File: src/rtl/e203_ifu_flush_rsp_pkg.sv
// ----------------------------------------------------------------------------
// e203_ifu_flush_rsp_pkg
// Shared definitions for the IFU flush responder:
//   E203_PC_SIZE   - default fetch PC width
//   E203_OUTS_W    - default outstanding-fetch counter width
//   E203_OUTS_MAX  - largest outstanding count for the default width
//   flush_state_e  - responder states (IDLE=0, DRAIN=1, REDIR=2)
// ----------------------------------------------------------------------------
package e203_ifu_flush_rsp_pkg;

    localparam int E203_PC_SIZE  = 32;
    localparam int E203_OUTS_W   = 2;
    localparam int E203_OUTS_MAX = (1 << E203_OUTS_W) - 1;

    typedef enum logic [1:0] {
        FLUSH_IDLE  = 2'd0,
        FLUSH_DRAIN = 2'd1,
        FLUSH_REDIR = 2'd2
    } flush_state_e;

endpackage

File: src/rtl/e203_ifu_flush_rsp_chk.sv
// ----------------------------------------------------------------------------
// e203_ifu_flush_rsp_chk
// Protocol checker: a fetch response must never arrive while no fetch is
// outstanding.
// Ports:
//   clk, rst_n  - clock, asynchronous active-low reset
//   rsp_valid   - fetch response strobe
//   outs_cnt    - current outstanding count
// ----------------------------------------------------------------------------
module e203_ifu_flush_rsp_chk #(
    parameter int OUTS_W = 2
) (
    input logic              clk,
    input logic              rst_n,
    input logic              rsp_valid,
    input logic [OUTS_W-1:0] outs_cnt
);

    rsp_without_outstanding_a: assert property (
        @(posedge clk) disable iff (!rst_n)
        rsp_valid |-> (outs_cnt != {OUTS_W{1'b0}})
    );

endmodule

File: src/rtl/e203_ifu_outs_cnt.sv
// ----------------------------------------------------------------------------
// e203_ifu_outs_cnt
// Up/down saturating counter of outstanding instruction-fetch transactions.
// Ports:
//   clk, rst_n  - clock, asynchronous active-low reset
//   inc         - request accepted by the bus this cycle
//   dec         - response returned this cycle
//   cnt         - current outstanding count
//   cnt_nxt     - count that will be held next cycle
//   full        - count is at its maximum (2^OUTS_W-1)
// ----------------------------------------------------------------------------
module e203_ifu_outs_cnt #(
    parameter int OUTS_W = 2
) (
    input  logic              clk,
    input  logic              rst_n,
    input  logic              inc,
    input  logic              dec,
    output logic [OUTS_W-1:0] cnt,
    output logic [OUTS_W-1:0] cnt_nxt,
    output logic              full
);

    localparam logic [OUTS_W-1:0] CNT_MAX  = {OUTS_W{1'b1}};
    localparam logic [OUTS_W-1:0] CNT_ZERO = {OUTS_W{1'b0}};
    localparam logic [OUTS_W-1:0] CNT_ONE  = CNT_ZERO + OUTS_W'(1);

    logic [OUTS_W-1:0] cnt_r;
    logic [OUTS_W-1:0] cnt_nxt_s;

    // Next count: simultaneous inc/dec cancel; both ends saturate so a
    // stray response at zero cannot wrap the count to max.
    always_comb begin
        cnt_nxt_s = cnt_r;
        if (inc && !dec) begin
            if (cnt_r != CNT_MAX) begin
                cnt_nxt_s = cnt_r + CNT_ONE;
            end else begin
                cnt_nxt_s = cnt_r;
            end
        end else if (dec && !inc) begin
            if (cnt_r != CNT_ZERO) begin
                cnt_nxt_s = cnt_r - CNT_ONE;
            end else begin
                cnt_nxt_s = cnt_r;
            end
        end else begin
            cnt_nxt_s = cnt_r;
        end
    end

    // Count register.
    always_ff @(posedge clk or negedge rst_n) begin
        if (!rst_n) begin
            cnt_r <= CNT_ZERO;
        end else begin
            cnt_r <= cnt_nxt_s;
        end
    end

    assign cnt     = cnt_r;
    assign cnt_nxt = cnt_nxt_s;
    assign full    = (cnt_r == CNT_MAX);

endmodule

File: src/rtl/e203_ifu_flush_rsp.sv
// ----------------------------------------------------------------------------
// e203_ifu_flush_rsp
// IFU responder of the commit-stage flush handshake. Accepts a flush, drains
// outstanding fetches (dropping their responses) and issues a one-cycle
// redirect to the flush target.
// Build option: E203_IFU_FLUSH_PC_IN_EN - when defined, the target is taken
// from pipe_flush_pc instead of op1+op2 (port exists only in that build).
// Ports:
//   clk, rst_n                 - clock, asynchronous active-low reset
//   pipe_flush_req/ack         - flush handshake (fires on req & ack)
//   pipe_flush_add_op1/op2     - target addends
//   pipe_flush_pc              - precomputed target (option only)
//   ifu_req_valid_raw          - fetch unit request
//   ifu_req_valid/ready        - gated bus request handshake
//   ifu_rsp_valid              - bus response (always consumed)
//   ifu_rsp_drop               - discard the current response
//   redirect_valid/pc          - one-cycle fetch redirect
//   flush_busy                 - responder not idle
// ----------------------------------------------------------------------------
module e203_ifu_flush_rsp
    import e203_ifu_flush_rsp_pkg::*;
#(
    parameter int PC_SIZE = E203_PC_SIZE,
    parameter int OUTS_W  = E203_OUTS_W
) (
    input  logic               clk,
    input  logic               rst_n,
    input  logic               pipe_flush_req,
    output logic               pipe_flush_ack,
    input  logic [PC_SIZE-1:0] pipe_flush_add_op1,
    input  logic [PC_SIZE-1:0] pipe_flush_add_op2,
`ifdef E203_IFU_FLUSH_PC_IN_EN
    input  logic [PC_SIZE-1:0] pipe_flush_pc,
`endif
    input  logic               ifu_req_valid_raw,
    output logic               ifu_req_valid,
    input  logic               ifu_req_ready,
    input  logic               ifu_rsp_valid,
    output logic               ifu_rsp_drop,
    output logic               redirect_valid,
    output logic [PC_SIZE-1:0] redirect_pc,
    output logic               flush_busy
);

    flush_state_e      state_r;
    flush_state_e      state_nxt_s;
    logic [PC_SIZE-1:0] tgt_r;
    logic [PC_SIZE-1:0] tgt_s;
    logic               redirect_valid_r;
    logic               flush_busy_r;
    logic               flush_hsk_s;
    logic               req_fire_s;
    logic [OUTS_W-1:0]  outs_cnt_s;
    logic [OUTS_W-1:0]  outs_cnt_nxt_s;
    logic               outs_full_s;

    assign pipe_flush_ack = (state_r != FLUSH_REDIR);
    assign flush_hsk_s    = pipe_flush_req & pipe_flush_ack;
    // A pending flush blocks new fetches so the IDLE handshake cycle never
    // adds to the count it is about to drain.
    assign ifu_req_valid  = ifu_req_valid_raw & (state_r == FLUSH_IDLE)
                          & ~pipe_flush_req & ~outs_full_s;
    assign req_fire_s     = ifu_req_valid & ifu_req_ready;
    assign ifu_rsp_drop   = ifu_rsp_valid & ((state_r == FLUSH_DRAIN)
                          | ((state_r == FLUSH_IDLE) & flush_hsk_s));

`ifdef E203_IFU_FLUSH_PC_IN_EN
    logic unused_ops_s;
    assign unused_ops_s = ^{pipe_flush_add_op1, pipe_flush_add_op2};
    assign tgt_s        = {pipe_flush_pc[PC_SIZE-1:1], 1'b0};
`else
    logic [PC_SIZE-1:0] tgt_sum_s;
    assign tgt_sum_s = pipe_flush_add_op1 + pipe_flush_add_op2;
    assign tgt_s     = {tgt_sum_s[PC_SIZE-1:1], 1'b0};
`endif

    e203_ifu_outs_cnt #(
        .OUTS_W (OUTS_W)
    ) u_outs_cnt (
        .clk     (clk),
        .rst_n   (rst_n),
        .inc     (req_fire_s),
        .dec     (ifu_rsp_valid),
        .cnt     (outs_cnt_s),
        .cnt_nxt (outs_cnt_nxt_s),
        .full    (outs_full_s)
    );

    e203_ifu_flush_rsp_chk #(
        .OUTS_W (OUTS_W)
    ) u_chk (
        .clk       (clk),
        .rst_n     (rst_n),
        .rsp_valid (ifu_rsp_valid),
        .outs_cnt  (outs_cnt_s)
    );

    // Next-state: drain until the count reaches zero, then one redirect cycle.
    always_comb begin
        state_nxt_s = state_r;
        case (state_r)
            FLUSH_IDLE: begin
                if (flush_hsk_s) begin
                    if (outs_cnt_nxt_s == {OUTS_W{1'b0}}) begin
                        state_nxt_s = FLUSH_REDIR;
                    end else begin
                        state_nxt_s = FLUSH_DRAIN;
                    end
                end else begin
                    state_nxt_s = FLUSH_IDLE;
                end
            end
            FLUSH_DRAIN: begin
                if (outs_cnt_nxt_s == {OUTS_W{1'b0}}) begin
                    state_nxt_s = FLUSH_REDIR;
                end else begin
                    state_nxt_s = FLUSH_DRAIN;
                end
            end
            FLUSH_REDIR: begin
                state_nxt_s = FLUSH_IDLE;
            end
            default: begin
                state_nxt_s = FLUSH_IDLE;
            end
        endcase
    end

    // State register plus registered redirect/busy outputs derived from next state.
    always_ff @(posedge clk or negedge rst_n) begin
        if (!rst_n) begin
            state_r          <= FLUSH_IDLE;
            redirect_valid_r <= 1'b0;
            flush_busy_r     <= 1'b0;
        end else begin
            state_r          <= state_nxt_s;
            redirect_valid_r <= (state_nxt_s == FLUSH_REDIR);
            flush_busy_r     <= (state_nxt_s != FLUSH_IDLE);
        end
    end

    // Target register: every accepted flush overwrites it, so the last one wins.
    always_ff @(posedge clk or negedge rst_n) begin
        if (!rst_n) begin
            tgt_r <= {PC_SIZE{1'b0}};
        end else if (flush_hsk_s) begin
            tgt_r <= tgt_s;
        end else begin
            tgt_r <= tgt_r;
        end
    end

    assign redirect_valid = redirect_valid_r;
    assign redirect_pc    = tgt_r;
    assign flush_busy     = flush_busy_r;

endmodule

File: config.mk
export PLATFORM = sky130hd
export DESIGN_NAME = e203_ifu_flush_rsp
export DESIGN_NICKNAME = d
export VERILOG_FILES = /design/src/rtl/e203_ifu_flush_rsp_pkg.sv /design/src/rtl/e203_ifu_flush_rsp_chk.sv /design/src/rtl/e203_ifu_outs_cnt.sv /design/src/rtl/e203_ifu_flush_rsp.sv
export SDC_FILE = /design/constraint.sdc
export NUM_CORES = 1
export LEC_CHECK = 0
export ABC_CLOCK_PERIOD_IN_PS = 3900
export CAP_MARGIN = 20
export CORE_ASPECT_RATIO = 0.8
export CORE_MARGIN = 2
export CORE_UTILIZATION = 41
export DETAILED_ROUTE_END_ITERATION = 6
export PLACE_DENSITY_LB_ADDON = 0.12
export SLEW_MARGIN = 5
export SYNTH_ARGS = -nofsm -noshare
export SYNTH_HDL_FRONTEND = slang
export SYNTH_SLANG_ARGS = --single-unit
File: constraint.sdc
create_clock -name clk -period 3.9 [get_ports clk]
set_input_delay 0.78 -clock clk [delete_from_list [all_inputs] [get_ports clk]]
set_output_delay 0.78 -clock clk [all_outputs]
set_load 0.1 [all_outputs]
# Word level (Yosys, flattened, before mapping)

Cells that the tools add are included.

Register bits: 37
Bits in latches: 0
RAM bits: 0
Memory bits (read-only): 0
Input port bits: 70
Output and inout port bits: 37
Word-level logic and storage cells: 38
Memories: 0

Add/subtract/negate cells: 3
Multipliers: 0
Div/mod/pow operators: 0
Order comparisons: 0
Equality and inequality tests: 5
Shifts and indexed selects: 0
Muxes and demuxes: 7
Bitwise gates (word level): 10
Reduce and logical (&&, ||, !) cells: 8

Operator list:

| cell                | count |
|---|---|
| $add 32x32->32      | 1 |
| $mux 2              | 6 |
| $and 1x1->1         | 7 |
| $eq 2x2->1 const B  | 2 |
| $logic_not 2->1     | 2 |
| $ne 2x2->1 const B  | 2 |
| $pmux 2 s2          | 1 |
| $reduce_bool 2->1   | 2 |
| $add 2x1->2 const B | 1 |
| $eq 2x1->1 const B  | 1 |
| $logic_and 1x1->1   | 2 |
| $logic_not 1->1     | 2 |
| $not 1->1           | 2 |
| $sub 2x1->2 const B | 1 |
| $or 1x1->1          | 1 |

# Logic depth before layout (Yosys ltp)

Gate-level depths: netlist of run 1.

Depth in word-level cells: 14
Gate-level depth with buffers: 10
Gate-level depth less buffers: 10

# Cells and area by module

From an unflattened synthesis of run 1, not the netlist that was laid out.

Cells, all modules: 399
Area total of the unflattened synthesis: 3245.6 um^2

Modules (own cells, without submodules):

| module             | instances | cells an instance | area each (um^2) | sequential area each (um^2) |
|---|---|---|---|---|
| e203_ifu_flush_rsp | 1         | 388               | 3140.5           | 875.8 |
| e203_ifu_outs_cnt  | 1         | 11                | 105.1            | 50.0 |

# Worst setup path before layout of run 1

Ideal clock, no wire load.

Path type: input to register
Start: in pipe_flush_req
End: reg u_outs_cnt.cnt_r[0], in the netlist u_outs_cnt.cnt[0]
Library setup time: 0.130 ns
Data arrival time: 3.150 ns
Required time: 3.770 ns
Setup slack: 0.620 ns
Cell stages on the path: 8
Path buffers: 0
Cell sequence: nor2_1 > nand3b_1 > a21oi_1 > nand2_1 > nor2_1 > inv_1 > o211ai_1 > o21ai_0

Longest elaborated chain between the ends: 8
Elaborated cells between the ends (all ways): 9
Classes of those cells: 2 x mux; 4 x bitwise; 3 x reduce/logical

RTL lines:

| what                        | line                     | text |
|---|---|---|
| start: declaration          | e203_ifu_flush_rsp.sv:28 | `input logic pipe_flush_req,` |
| $not 1->1 *                 | e203_ifu_flush_rsp.sv:62 | `& ~pipe_flush_req & ~outs_full_s;` |
| $and 1x1->1 * (2 in series) | e203_ifu_flush_rsp.sv:62 |  |
| net ifu_req_valid           | e203_ifu_flush_rsp.sv:36 | `output logic ifu_req_valid,` |
| $and 1x1->1 *               | e203_ifu_flush_rsp.sv:63 | `assign req_fire_s = ifu_req_valid & ifu_req_ready;` |
| $logic_not 1->1             | e203_ifu_outs_cnt.sv:41  | `end else if (dec && !inc) begin` |
| $logic_and 1x1->1           | e203_ifu_outs_cnt.sv:41  |  |
| $mux 2                      | e203_ifu_outs_cnt.sv:41  |  |
| $mux 2 *                    | e203_ifu_outs_cnt.sv:35  | `if (inc && !dec) begin` |
| net outs_cnt_nxt_s[0]       | e203_ifu_flush_rsp.sv:54 | `logic [OUTS_W-1:0] outs_cnt_nxt_s;` |
| end signal: assignment      | e203_ifu_outs_cnt.sv:57  | `cnt_r <= cnt_nxt_s;` |
| end: declaration            | e203_ifu_outs_cnt.sv:28  | `logic [OUTS_W-1:0] cnt_r;` |

Mark *: on every way through the listed nets, which the timed path passes. The rest lies on a longest branch.
A chain may end at the register's enable or synchronous reset.

# Worst setup path after layout of run 1

Start: in pipe_flush_add_op1[8]
End: reg tgt_r[27], in the netlist redirect_pc[27]

Longest elaborated chain between the ends: 1

RTL lines:

| what                   | line                      | text |
|---|---|---|
| start: declaration     | e203_ifu_flush_rsp.sv:30  | `input logic [PC_SIZE-1:0] pipe_flush_add_op1,` |
| $add 32x32->32         | e203_ifu_flush_rsp.sv:73  | `assign tgt_sum_s = pipe_flush_add_op1 + pipe_flush_add_op2;` |
| end signal: assignment | e203_ifu_flush_rsp.sv:145 | `tgt_r <= {PC_SIZE{1'b0}};` |
| end signal: assignment | e203_ifu_flush_rsp.sv:147 | `tgt_r <= tgt_s;` |
| end signal: assignment | e203_ifu_flush_rsp.sv:149 | `tgt_r <= tgt_r;` |
| end: declaration       | e203_ifu_flush_rsp.sv:47  | `logic [PC_SIZE-1:0] tgt_r;` |

Every way passes these cells.

==> summary.txt, run 1 <==
Share of layout cells above drive strength 1 - 0.0526
Worst slew pin tran - 1.02 ns
Critical path type - primary input to flop
Worst Path Max Fanout - 6
Initial antenna violation count - 0
CP required - 4.06 ns
Die X-Extent - 99.3 µm
Vias per cell - 5.38
GRT Total Usage - 0.197
Setup TNS Final - 0 ns
Crit-path cells - clkdlybuf4s50_1 -> ha_1 -> a21o_1 -> a221o_2 -> o41ai_4 -> o21ai_2 -> a211oi_2 -> xor2_1 -> o21ai_1
Fin crit period - 3.26 ns
First DRT Iteration DRCs - 82
CP arrival - 3.42 ns
Post-Syn Area - 2980 µm²
Pleak - 1.82 nW
Clock slew seen by the registers of the worst setup and hold paths - 0.08 ns
Die area - 7960 µm²
Largest net degree at the start of global routing - 38
I/O pin count - 107
CP Capture Type - flop
Crit-path max cell delay - 0.45 ns
RSZ-0062 raised after global routing - no
Grt total ovfl - 0
Final HPWL DP - 6270 µm
Net Count, Synth - 455
Synth Instances - 354
Number of synthesized flops with an enable pin - 0
Yosys top cell by area - dfrtp_1
Synth top area cells - dfrtp_1 31%, ha_1 13%, nand2_1 7.3%
DR vias - 2,923
VDD IR max - 0.000291 V
Worst slack, placed - 0.359 ns
Yosys warning total - 0
Max_cap viols - 0
Relative slew slack - 0.320
Max-slew violations - 0
Nets - 556
Post-Route WL - 7680 µm
Final setup fails - 0
Async SR Flop Fraction - 1.00
Hold buffers post-CTS - 0
Post-synthesis sequential area ratio - 0.311
Ant diodes - 0
Pwr Density - 537 nW/µm²
Synth cell types - 53
Sequential share of power - 0.233
CTS Buf Count - 5
Core Footprint - 6960 µm²
RePlAce Congestion - 0.867
CP startpoint kind - primary input
Synth cell count leaders - 58 x nand2_1, 40 x o21ai_0, 37 x dfrtp_1, 30 x a21oi_1, 30 x ha_1
Synth Flop Type - dfrtp_1
Starting density of the core - 0.428
Vias in the first global route - 2,748
Post-route ant nets - 0
Most common cell in the netlist - nand2_1
WL per Instance - 14.1 µm
Hold crit path type - flop to flop
Fmax - 307 MHz
Site Rows - 27
Psw - 1.17 mW
CTS tree - yes
Internal - 1.10 mW
Sequential cell area - 926 µm²
Outcome - finished, final reports clean
Slowest cell on crit path - o41ai_4
Port buffer count - 105
First-pass GRT wire length - 12,700 µm
Clk_skew - 0.00643 ns
Worst setup margin - 0.639 ns
Fin. Hold Viols - 0
Logic pwr share - 0.587
Die Ht - 80.2 µm
Clk sinks - 37
Worst hold slack - 0.483 ns
Post-CTS Resized - 0
Clock latency on the worst-skew pair - 0.29 ns
Post-synthesis register bit count - 37
Clock power frac - 0.181
Post-CTS Setup Bufs - 0
H-tree levels - 2
Share of the synthesized area in the top cell type - 0.311
Pre-antenna DRT Iters - 4
Clock tree buffer depth - 2
Multi-input logic area - 1970 µm²
Mean Syn Cell Area - 8.41 µm²
Clk root buf - clkbuf_8
Filler cells - 630
P&R area growth vs syn - 42.0%
Sw Ratio - 0.516
DRC - 0
Fin crit share - 0.836
## cell families after synthesis
kind of cell,Yosys count,synth area share
AOI/OAI and AO/OA,127,0.279
and+or+nand+nor,111,0.171
DFF,37,0.311
adders and majority gates,31,0.133
xor gates and xnor gates,27,0.0794
buffers and inverters,20,0.0265
other,1,0.00126
## critical path, delay by kind of cell
kind / cells / cell delay, ns
AO/OA/AOI/OAI: 6 / 1.66
XOR/XNOR: 1 / 0.19
buffers and inverters: 1 / 0.40
adder cells (fa/ha/maj): 1 / 0.37
## placed cells by master (no fill, tap or decap), drive strengths merged, types with 2 or more instances in the layout
master and count:
o21bai 4, a211oi 3, nor2 15, a21boi 2, nand3b 2, nor4 2
bufinv 2, a21o 10, xnor2 14, a221o 2, o21ai 43, nand2b 4
a31oi 5, xor2 13, o2111a 2, dfrtp 37, o211ai 7, and2 3
buf 5, nand4 4, nand2 58, clkdlybuf4s50 102, inv 8, o31ai 2
o21a 5, ha 30, clkbuf 5, nor3 3, nand3 8, and3 8
a21oi 30, o31a 2
## layer usage
layer	vias to the layer above	global-route usage	wire length, µm
met1	1323	0.270	3730
met5	-	0	0
li1	1494	-	-
met3	9	0.0339	433
met2	97	0.320	3450
met4	0	0.0548	71
## power by group through the flow
stage,Combinational [mW],Clock (mW),Sequential [mW]
finish,1.33,0.410,0.528
global route,1.40,0.437,0.543
CTS,1.34,0.422,0.529
detailed placement,1.33,0,0.537
global placement,1.33,0,0.535
floorplan,0.333,0,1.18
## final cells by class
class                   count  area share
repair buffers            107       0.250
flip-flops and latches     37       0.219
well taps                  87      0.0257
inverters                   7     0.00621
clock buffers               5      0.0163
clock inverters             3      0.0163
multi-input cells         297       0.467
## state kept, by name, indices dropped and copies added, names as in the netlist
register,cells
u_outs_cnt.cnt,2
redirect_pc,31
state_r,2
flush_busy,1
redirect_valid,1
## metrics by stage
stage	instances	total power [mW]	cell area, µm²	util
global placement	535	1.86	4090	0.588
global route	543	2.38	4230	0.608
finish	543	2.27	4230	0.608
floorplan	354	1.51	2980	-
detailed placement	535	1.87	4090	0.588
CTS	543	2.29	4230	0.608
## path summary, 6_finish.rpt
kind | from | endpoint | slack [ns] | cells after the start
worst max-delay path | pipe_flush_add_op1[8] | redirect_pc[27] | 0.64 | 9
worst min-delay path | redirect_pc[8] | redirect_pc[8] | 0.48 | 2
worst max register to register | state_r[0] | redirect_pc[23] | 2.14 | 5
worst min register to register | redirect_pc[8] | redirect_pc[8] | 0.48 | 2
max in group asynchronous | rst_n | redirect_pc[19] | 2.75 | 1
min in group asynchronous | rst_n | redirect_pc[7] | 0.59 | 1
No activity file was read; power rests on OpenSTA's default activity.
==> run 2: changes to the inputs <==
Settings changed: ABC_CLOCK_PERIOD_IN_PS 3900 to 2650.
Clock period 3.9 ns to 2.65 ns, I/O delays scaled along.
==> run 2 against run 1 <==
Utilization grew 12 points. Final area up 19%. Critical path depth is 2 higher. Cell count grew 14%. Global-route usage increased by 3.7 points. First-iteration DRC count increased by 100%. Via count up 14%. Setup slack got worse by 0.59 ns. Non-clock buffer count up 76. Largest power group unchanged. Highest routed layer unchanged.
==> summary.txt, run 2 (synthesis gave the netlist of run 1 again) <==
VDD IR max - 0.000558 V (+92%)
Grt total ovfl - 0 (unchanged)
Post-Route WL - 9510 µm (+24%)
Max_cap viols - 0 (unchanged)
Fmax - 384 MHz
Hold crit path type - primary input to asynchronous set/reset pin
Post-route ant nets - 0 (unchanged)
Outcome - finished, final reports clean
Cell area after placement - 4560 µm² (+11%)
Die X-Extent - 99.3 µm (unchanged)
Clk sinks - 37 (unchanged)
Initial antenna violation count - 0 (unchanged)
GRT Total Usage - 0.234 (+0.0370)
Most frequent cells in the layout - 107 x buf_4, 56 x nand2_1, 44 x clkdlybuf4s50_1, 37 x dfrtp_1, 34 x o21ai_0
Pwr Density - 666 nW/µm² (+24%)
CP startpoint kind - primary input
Pleak - 2.32 nW (+27%)
Worst Reg-to-Reg Cells - 5 (unchanged)
First-pass GRT wire length - 15,200 µm (+20%)
Max-slew violations - 0 (unchanged)
Filler cells - 537 (-15%)
Max reg flops - 31 (unchanged)
CP Capture Type - flop
Core Footprint - 6960 µm² (unchanged)
Vias per cell - 5.40 (+0.24%)
Fin. Hold Viols - 0 (unchanged)
Pre-antenna DRT Iters - 4 (unchanged)
Clock slew seen by the registers of the worst setup and hold paths - 0.08 ns (about the same)
Relative slew slack - 0.404 (+0.0832)
CP arrival - 2.78 ns (-0.64 ns)
Nets - 632 (+14%)
Setup TNS Final - 0 ns (unchanged)
Worst hold slack - 0.356 ns (-0.128 ns)
H-tree levels - 2 (unchanged)
Worst Path Max Fanout - 4 (-2)
CP required - 2.83 ns (-1.23 ns)
Port buffer count - 105 (unchanged)
Clk root buf - clkbuf_8
FF-to-FF Start - state_r[1]
Worst slew pin tran - 0.895 ns (-0.122 ns)
Slowest cell on crit path - a221o_2
Commonest non-fill, non-tap cell in the layout - buf_4
Worst slack, placed - -0.628 ns (-0.987 ns)
Ant diodes - 0 (unchanged)
Clk_skew - 0.00490 ns (-0.00153 ns)
RePlAce Congestion - 0.863 (-0.47%)
Final setup fails - 0 (unchanged)
I/O pin count - 107 (unchanged)
P&R area growth vs syn - 69.2%
Crit-path cells - clkdlybuf4s15_1 -> ha_4 -> and3_4 -> a221o_2 -> buf_6 -> o41ai_4 -> buf_4 -> o21ai_4 -> a211oi_4 -> xor2_1 -> o21ai_1
Sequential cell area - 926 µm² (unchanged)
Site Rows - 27 (unchanged)
Multi-input logic area - 2330 µm² (+18%)
Clock tree buffer depth - 2 (unchanged)
CTS tree - yes
WL per Instance - 15.4 µm (+8.7%)
Die area - 7960 µm² (unchanged)
CTS Buf Count - 5 (unchanged)
Fin crit share - 0.982
DRC - 0 (unchanged)
Crit-path max cell delay - 0.37 ns (-0.08 ns)
Largest net degree at the start of global routing - 38 (unchanged)
Worst setup margin - 0.0467 ns (-0.593 ns)
Die Ht - 80.2 µm (unchanged)
Starting density of the core - 0.428 (unchanged)
Fin crit period - 2.60 ns
Critical path type - primary input to flop
First DRT Iteration DRCs - 166 (+100%)
DR vias - 3,340 (+14%)
Hold buffers post-CTS - 0 (unchanged)
Share of layout cells above drive strength 1 - 0.340 (+0.288)
Final HPWL DP - 7230 µm (+15%)
Clock latency on the worst-skew pair - 0.29 ns (about the same)
Crit path launch - pipe_flush_add_op1[11]
Vias in the first global route - 3,275 (+19%)
Final Instance Area - 5040 µm² (+19%)
==> run 2: cell count changes in the layout (fill, tap and decap cells not counted), moves of 5 or more <==
cell / previous run / this run
buf_4: 4 / 107
clkdlybuf4s50_1: 102 / 44
ha_1: 30 / 16
ha_4: 0 / 11
a21oi_1: 30 / 21
dlygate4sd2_1: 0 / 9
dlymetal6s2s_1: 0 / 7
o21ai_0: 40 / 34
a21oi_2: 0 / 5
buf_6: 0 / 5
clkbuf_2: 0 / 5
==> run 2: critical path: cells and delay by family <==
kind	cells	cell delay, ns
AND/OR/NAND/NOR	1	0.16
buffers and inverters	3	0.55
adder cells (fa/ha/maj)	1	0.24
AO/OA/AOI/OAI	5	1.09
XOR/XNOR	1	0.19
==> run 2: area by class of cell <==
class | count | area share
Clock inverter | 2 | 0.00199
Tap cell | 87 | 0.0216
Timing Repair Buffer | 183 | 0.311
Sequential cell | 37 | 0.184
Inverter | 7 | 0.00522
Clock buffer | 6 | 0.0144
Multi-Input combinational cell | 297 | 0.462
==> run 2: per-stage QoR <==
step	cells	power, mW	utilization
after floorplan	354	2.22	-
after global placement	605	2.83	0.655
after detailed placement	605	2.85	0.655
after CTS	616	3.29	0.691
after global routing	619	3.52	0.724
final	619	3.36	0.724
==> run 2: power by group <==
group,leakage (nW),internal (mW),switching (mW)
sequential,0.458,0.698,0.0804
clock,0.0450,0.183,0.213
combinational,1.82,0.662,1.52
==> run 2: final timing paths <==
| kind | end | slack, ns |
|---|---|---|
| worst max-delay path | redirect_pc[27] | 0.05 |
| worst min-delay path | redirect_pc[3] | 0.36 |
| worst max register to register | redirect_pc[31] | 1.04 |
| worst min register to register | redirect_pc[15] | 0.49 |
| max in group asynchronous | redirect_pc[23] | 1.72 |
| min in group clk | redirect_pc[15] | 0.49 |
==> run 2: per-layer routing <==
metal / up-vias / wire, µm / track usage
met4: 0 / 55 / 0.0342
met2: 102 / 4540 / 0.399
met5: - / 0 / 0
li1: 1647 / - / -
met1: 1583 / 4300 / 0.316
met3: 8 / 620 / 0.0453
==> run 2: what timing repair did <==
item,4_1_cts,5_1_grt
gates cloned,0,0
setup endpoints to repair,18,14
pin swaps,31,26
resized for setup,46,55
buffers inserted,3,3
